### config.mk
export PLATFORM = sky130hd
export DESIGN_NAME = display_scan_ctrl
export DESIGN_NICKNAME = d
export VERILOG_FILES = /design/src/rtl/display_scan_ctrl.sv
export SDC_FILE = /design/constraint.sdc
export NUM_CORES = 1
export LEC_CHECK = 0
export ABC_AREA = 1
export BUFFER_PORTS_ARGS = -buffer_cell sky130_fd_sc_hd__buf_2
export CAP_MARGIN = 20
export CORE_UTILIZATION = 55
export CTS_CLUSTER_SIZE = 8
export DETAILED_ROUTE_END_ITERATION = 12
export GPL_ROUTABILITY_DRIVEN = 0
export GPL_TIMING_DRIVEN = 0
export MAX_ROUTING_LAYER = met4
export PLACE_DENSITY = 0.82
export SYNTH_ARGS = -nofsm -noshare
export SYNTH_HDL_FRONTEND = slang
export SYNTH_SLANG_ARGS = --single-unit
### constraint.sdc
create_clock -name clk -period 2.3 [get_ports clk]
set_clock_uncertainty 0.05 [all_clocks]
set_input_delay 0.46 -clock clk [delete_from_list [all_inputs] [get_ports clk]]
set_output_delay 0.46 -clock clk [all_outputs]
set_load 0.02 [all_outputs]
### src/rtl/display_scan_ctrl.sv
// display_scan_ctrl: time-shares one BCD-to-7-segment decoder across all clock digits
module display_scan_ctrl #(
    parameter int DIGITS        = 6,
    parameter bit BLANK_LEADING = 1
) (
    input  logic                  clk,
    input  logic                  rst,
    input  logic                  tick,
    input  logic [4*DIGITS-1:0]   digits_in,
    input  logic [1:0]            edit_field,
    input  logic                  blink_phase,
    output logic [3:0]            dec_bcd,
    input  logic [6:0]            dec_seg,
    output logic [7*DIGITS-1:0]   hex_out,
    output logic                  busy,
    output logic                  done,
    output logic                  overrun
);
    localparam int KW = DIGITS > 1 ? $clog2(DIGITS) : 1;

    typedef enum logic [1:0] {IDLE, SCAN, COMMIT} state_t;

    state_t              state, state_nxt;
    logic [KW-1:0]       k, k_nxt;
    logic [4*DIGITS-1:0] snap_digits;
    logic [1:0]          snap_field;
    logic                snap_blink;
    logic [7*DIGITS-1:0] shadow;
    logic [3:0]          cur;
    logic                blink_hit;
    logic                lead_hit;

    // current digit under scan and whether it must be forced blank
    always_comb begin
        cur       = snap_digits[4*k +: 4];
        blink_hit = snap_blink && snap_field != 2'd0 && (int'(k) >> 1) == 3 - int'(snap_field);
        lead_hit  = BLANK_LEADING && int'(k) == DIGITS - 1 && cur == 4'd0;
    end

    // next-state and decoder drive; decoder sees 4'hF whenever not scanning
    always_comb begin
        state_nxt = state;
        k_nxt     = k;
        dec_bcd   = 4'hF;
        case (state)
            IDLE: begin
                if (tick) begin
                    state_nxt = SCAN;
                    k_nxt     = '0;
                end
            end
            SCAN: begin
                dec_bcd = cur;
                k_nxt   = k + 1'b1;
                if (int'(k) == DIGITS - 1) state_nxt = COMMIT;
            end
            COMMIT: state_nxt = IDLE;
            default: state_nxt = IDLE;
        endcase
    end

    // state register
    always_ff @(posedge clk) begin
        if (rst) begin
            state <= IDLE;
            k     <= '0;
        end else begin
            state <= state_nxt;
            k     <= k_nxt;
        end
    end

    // snapshot, shadow capture and atomic commit of all digits
    always_ff @(posedge clk) begin
        if (rst) begin
            snap_digits <= '0;
            snap_field  <= '0;
            snap_blink  <= 1'b0;
            shadow      <= '1;
            hex_out     <= '1;
            busy        <= 1'b0;
            done        <= 1'b0;
            overrun     <= 1'b0;
        end else begin
            done <= (state == COMMIT);
            if (state == IDLE && tick) begin
                snap_digits <= digits_in;
                snap_field  <= edit_field;
                snap_blink  <= blink_phase;
                busy        <= 1'b1;
            end
            if (state != IDLE && tick) overrun <= 1'b1;
            if (state == SCAN) shadow[7*k +: 7] <= (blink_hit || lead_hit) ? 7'h7F : dec_seg;
            if (state == COMMIT) begin
                hex_out <= shadow;
                busy    <= 1'b0;
            end
        end
    end
endmodule

==> run metrics, run 1 <==
result of the run=finished clean; critical path's top delay family=buffers and inverters; Mapped Cells=603; Buffers on Ports=85; min cycle time layout=roughly 2.3 ns; synth top area cells=dfxtp_1, nor2_1, a21oi_1, nor3_1, nand2_1; endpoints failing setup=0; Synth cell types=34; Starting Density=56.91%; Crit path depth=8; Mapped Area=4676 um^2; Die W=94.20 um; total CTS buffers=17; vias in the first global route=4,402; Final Hold Slack=0.1327 ns; total gr overflow=0; initial antenna violation count=0; CTS Sinks=119; YS warnings=0; number of buffers inserted by hold repair at cts=0; CP Launch Point=k[2]; CP Capture Point=dec_bcd[1]; Hold Vio Cnt, Final=0; DIE AREA=8874 um^2; wire per inst=14.92 um; DRT Wirelength=12,350 um; Detailed Place HPWL=roughly 8300 um; H-tree depth=4; CP peak stage delay=0.32 ns; worst reg2reg setup slack=0.17 ns; count of final max-slew check failures=0; Comb power frac=between 8 and 9%; Total GRT Usage=30.32%; Tcrit/Tclk final=a little over nine tenths; Synth-to-Final Area Change=26.22%; Fill cells=625; r2r startpoint=k[1]; ratio of cells with drive above 1 in the final layout=23.24%; CTS Buffer Depth=2; worst hold path type=in -> reg; Cell Chain, Critical Path=buf_4, inv_6, nor2_4, o21ai_1, nor2_1, a21oi_2, nand2_1, buf_2; vias=4,598; CP Class=reg -> out; Yosys reg bits=119; largest net degree at the start of global routing=17; sequential power share=between 40% and 50%; Clock Latency Late Sink=0.52 ns; synthesized area per cell=7.754 um^2; critical path's slowest cell=dfxtp_1; maximum VDD drop=0.6668 mV; Crit path required time=approximately 1.8 ns; CP Max Fanout=9; cell taking the most area after synthesis=dfxtp_1; drt first pass iters=5; clk root buf=clkbuf_8; Seq/Total Area, Yosys=50.95%; Worst-path clk slew=0.06 ns; Core Region=between 8000 and 9000 um^2; Vias/cell=5.553; first-pass GRT wire length=about 20,000 um; Psw=0.001277 W; CP endpoint kind=primary output; MaxCap Viol Count=0; startpoint types=flop; Internal=0.003987 W; fmax=439.3 MHz; TNS Setup=0 ns; post-synth top area share=50.95%; n_diodes=0; Clk pwr share=between 50% and 60%; RSZ-0062 raised after global routing=yes; Lkg Pwr=2.372 nW; Worst-Margin Slew=around 0.53 ns; Switching Share=24.26%; Power Density=892.1 nW/um^2; Bufs and invs on worst path=3; row count=33; Final ANT Viol Nets=0; CTS tree=yes; Worst EP arrival=between 1.5 and 2 ns; worst reg2reg endpoint=shadow[34]; Reg2Reg Depth=12; Final Net Count=around 750; relative slew slack=between 60% and 70%; IO Count=86; Die Y=between 90 and 100 um; post-synth net total=644; # DRC=0; DR iter-0 viols=~280
-- cells by family after synthesis --
kind of cell / after synthesis / synth area share [%]
AO/OA/AOI/OAI: 117 / 13.27
XOR/XNOR: 1 / 0.1874
buffers and inverters: 82 / 7.171
adder cells (fa/ha/maj): 4 / 1.070
multiplexers: 1 / 0.2141
flip-flops: 119 / 50.95
AND/OR/NAND/NOR: 279 / 27.13
-- metal layers --
layer,global-route usage [%],share of wire [%]
met5,-,0
met4,19.36,3.9
met3,7.686,6.7
met2,48.13,49
met1,33.87,40
-- layout make-up --
| cell class | instances | area [um^2] | area share, % |
|---|---|---|---|
| clock inverters | 12 | 150.1 | 2.544 |
| well taps | 105 | 131.4 | 2.226 |
| inverters | 45 | 178.9 | 3.032 |
| plain buffers | 36 | 173.9 | 2.947 |
| repair buffers | 89 | 460.4 | 7.802 |
| multi-input cells | 402 | 1974 | 33.45 |
| flip-flops and latches | 119 | 2387 | 40.45 |
| clock buffers | 20 | 445.4 | 7.547 |
-- worst min-delay path by stage --
| stage | startpoint | to | slack, ns | depth (start not counted) |
|---|---|---|---|---|
| after floorplan | snap_digits[20] | snap_digits[20] | 0.38 | 2 |
| after global placement | snap_digits[23] | snap_digits[23] | 0.39 | 2 |
| after detailed placement | shadow[7] | hex_out[7] | 0.40 | 2 |
| after CTS | digits_in[1] | snap_digits[1] | 0.12 | 3 |
| after global routing | digits_in[4] | snap_digits[4] | 0.14 | 3 |
| final | digits_in[4] | snap_digits[4] | 0.13 | 3 |
-- power groups by stage --
stage	Combinational, W	Sequential (W)	Clock, W
2_1_floorplan	0.000286	0.00220	0
5_1_grt	0.000492	0.00217	0.00275
3_3_place_gp	0.000390	0.00220	0
4_1_cts	0.000425	0.00216	0.00266
6_report	0.000447	0.00217	0.00265
3_5_place_dp	0.000406	0.00221	0
-- stage by stage --
step | power [W] | utilization [%] | instances | area (um^2) | setup WS, ns
detailed placement | 0.002613 | 63.68 | 793 | 5233 | -0.01157
global route | 0.005411 | 71.83 | 828 | 5902 | -0.05568
global placement | 0.002595 | 63.68 | 793 | 5233 | 0.08857
finish | 0.005265 | 71.83 | 828 | 5902 | 0.02355
CTS | 0.005247 | 71.45 | 826 | 5871 | -0.01823
floorplan | 0.002488 | - | 603 | 4676 | 0.4097
-- state kept, by name (all words and copies together), names as in the netlist --
signal / count
shadow: 42
overrun: 1
busy: 1
snap_blink: 1
k: 3
hex_out: 42
done: 1
state: 2
snap_digits: 24
snap_field: 2
-- placed cells by master, fill, tap and decap left out, types with 4 or more instances in the layout --
cell type	n
o211ai_1	4
nand4_1	18
nor2_2	5
nand2_1	45
inv_1	33
clkinv_2	4
nand3_1	14
buf_4	8
inv_2	9
clkbuf_16	16
clkbuf_1	23
nand3_2	8
o21ai_0	30
dfxtp_1	117
ha_1	4
buf_1	5
o21ai_1	18
buf_2	87
a21oi_1	56
nor3_1	37
o21ai_2	5
nor2_1	144
-- repair_timing --
| item | in CTS | in global routing |
|---|---|---|
| hold endpoints to repair | 0 | 0 |
| resized for setup | 14 | 4 |
| buffers inserted | 1 | 3 |
| pin swaps | 2 | 4 |
| setup endpoints to repair | 6 | 9 |
-- worst register-to-register path, stage by stage, from the launching register on --
cell and delay (ns):
dfxtp_2 0.36, buf_6 0.17, inv_6 0.06, ha_1 0.20, inv_1 0.07, nor2_2 0.07
nor2_4 0.16, nand2_1 0.10, nor3_1 0.19, inv_1 0.14, buf_2 0.21, a21oi_1 0.16
o21ai_1 0.09
-- cell usage after synthesis (all sizes together) --
cell    number
nand3       22
buf         14
clkbuf      23
nand4       18
nor4         1
nand2       46
xor2         1
dfxtp      119
o211ai       4
ha           4
or2          3
mux2i        1
nor2       151
o22ai        1
a211oi       1
nor3        38
clkinv       1
inv         44
a21oi       57
o21bai       1
o21ai       53
(Power assumes the default switching activity.)
==> run 2, diff against run 1 <==
--- a/config.mk
+++ b/config.mk
@@ -8,13 +8,13 @@
 export ABC_AREA = 1
 export BUFFER_PORTS_ARGS = -buffer_cell sky130_fd_sc_hd__buf_2
 export CAP_MARGIN = 20
-export CORE_UTILIZATION = 55
+export CORE_UTILIZATION = 40
 export CTS_CLUSTER_SIZE = 8
 export DETAILED_ROUTE_END_ITERATION = 12
 export GPL_ROUTABILITY_DRIVEN = 0
 export GPL_TIMING_DRIVEN = 0
 export MAX_ROUTING_LAYER = met4
-export PLACE_DENSITY = 0.82
+export PLACE_DENSITY = 0.64
 export SYNTH_ARGS = -nofsm -noshare
 export SYNTH_HDL_FRONTEND = slang
 export SYNTH_SLANG_ARGS = --single-unit
==> run metrics, run 2 (same netlist as run 1, synthesis figures left out) <==
result of the run=finished clean; cell area after layout=5954 um^2; initial antenna violation count=0; worst hold path type=in -> reg; IO Count=86; RSZ-0062 raised after global routing=no; Final Net Count=752; Top Registers=hex_out: 42 flops, shadow: 42 flops, snap_digits: 24 flops; clk root buf=clkbuf_16; Crit path top cell by count=buf_4; total gr overflow=0; total CTS buffers=17; Core Region=11,420 um^2; vias=roughly 4,300; Hold Vio Cnt, Final=0; largest net degree at the start of global routing=17; Reg2Reg Depth=12; vias in the first global route=3,984; fmax=447.5 MHz; CP Capture Point=dec_bcd[0]; Worst-Margin Slew=about 0.5 ns; endpoints failing setup=0; Tcrit/Tclk final=between 90% and 100%; CP Max Fanout=7; Detailed Place HPWL=8415 um; critical path's top delay family=buffers and inverters; Die Y=110.1 um; r2r startpoint=k[1]; Buffers on Ports=85; CTS Sinks=approximately 120; ratio of cells with drive above 1 in the final layout=23.62%; CP endpoint kind=primary output; DIE AREA=12,130 um^2; min cycle time layout=2.234 ns; Clock Latency Late Sink=0.41 ns; MaxCap Viol Count=0; DR iter-0 viols=276; Total GRT Usage=21.41%; maximum VDD drop=0.5750 mV; Worst-path clk slew=roughly 0.06 ns; Placed Area=5280 um^2; Power Density=875.6 nW/um^2; # DRC=0; Cell Chain, Critical Path=buf_8, buf_4, mux2i_1, o21ai_1, inv_1, o211ai_1, buf_4; Post-Layout Cell Count=867; critical path's slowest cell=dfxtp_4; Vias/cell=4.910; commonest non-fill, non-tap cell in the layout=nor2_1; startpoint types=flop; worst reg2reg endpoint=shadow[33]; first-pass GRT wire length=19,200 um; CP peak stage delay=0.37 ns; CTS tree=yes; relative slew slack=65.68%; CP Class=reg -> out; Crit path depth=7; number of buffers inserted by hold repair at cts=0; n_diodes=0; wire per inst=roughly 13 um; Crit path required time=1.79 ns; count of final max-slew check failures=0; Final ANT Viol Nets=0; Synth-to-Final Area Change=27.35%; CP Launch Point=k[0]; worst reg2reg setup slack=0.19 ns; DP Cell Count=831; row count=39; drt first pass iters=4; DRT Wirelength=11,560 um; Die W=110.1 um; Lkg Pwr=2.370 nW; Final Power=0.005214 W; TNS Setup=0 ns; H-tree depth=4; CTS Buffer Depth=2; Worst EP arrival=1.72 ns; most frequent cells in the layout=nor2_1, dfxtp_1, buf_2, a21oi_1, nand2_1; Bufs and invs on worst path=4; Starting Density=40.95%
## run 2: cell types whose count changed in the layout (fill, tap and decap cells not counted), sizes merged
cell / previous run / this run
inv: 45 / 47
clkbuf: 42 / 40
clkinvlp: 3 / 4
bufinv: 3 / 2
buf: 103 / 104
## run 2: how the worst min path moves through the flow
stage	startpoint	end	slack, ns	depth (start not counted)
6_report	digits_in[4]	snap_digits[4]	0.25	3
5_1_grt	digits_in[4]	snap_digits[4]	0.27	3
4_1_cts	digits_in[9]	snap_digits[9]	0.24	3
3_5_place_dp	overrun	overrun	0.39	2
3_3_place_gp	overrun	overrun	0.39	2
2_1_floorplan	snap_digits[20]	snap_digits[20]	0.38	2
## run 2: timing repair
action | in CTS | in global routing
resized for setup | 6 | 12
buffers inserted | 0 | 5
pin swaps | 0 | 1
endpoints found under the setup margin | 6 | 14
## run 2: power breakdown
group / switching (W) / internal [W] / total (W)
clock: 0.000983 / 0.00163 / 0.00261
combinational: 0.000285 / 0.000153 / 0.000438
sequential: 0.0000352 / 0.00213 / 0.00217
## run 2: layout make-up
cell class	instances	area, um^2
Inverter	45	176.4
Multi-Input combinational cell	402	1982
Tap cell	143	178.9
Fill cell	1132	5464
Buffer	36	173.9
Sequential cell	119	2387
Clock inverter	14	148.9
Clock buffer	18	439.2
Timing Repair Buffer	90	467.9
## run 2: stage by stage
step	worst slack, ns	hold slack, ns	util [%]
6_report	0.06555	0.2478	52.15
5_1_grt	0.01172	0.2670	52.15
4_1_cts	0.02840	0.2402	51.50
3_5_place_dp	0.01194	0.3928	46.24
3_3_place_gp	0.02489	0.3923	46.24
2_1_floorplan	0.4097	0.3792	-
## run 2: tightest hold or removal path, stage by stage
cell     delay, ns
buf_2         0.07
o21ai_0       0.07
nor2_1        0.07
## run 2: routing by layer
layer / share of wire (%) / vias to the layer above / wire, um / track usage [%]
li1: - / 2208 / - / -
met1: 49 / 1916 / 5612 / 28.03
met2: 45 / 119 / 5201 / 32.90
met3: 5.4 / 14 / 621 / 5.173
met4: 1.1 / 0 / 125 / 6.109
met5: 0 / - / 0 / -
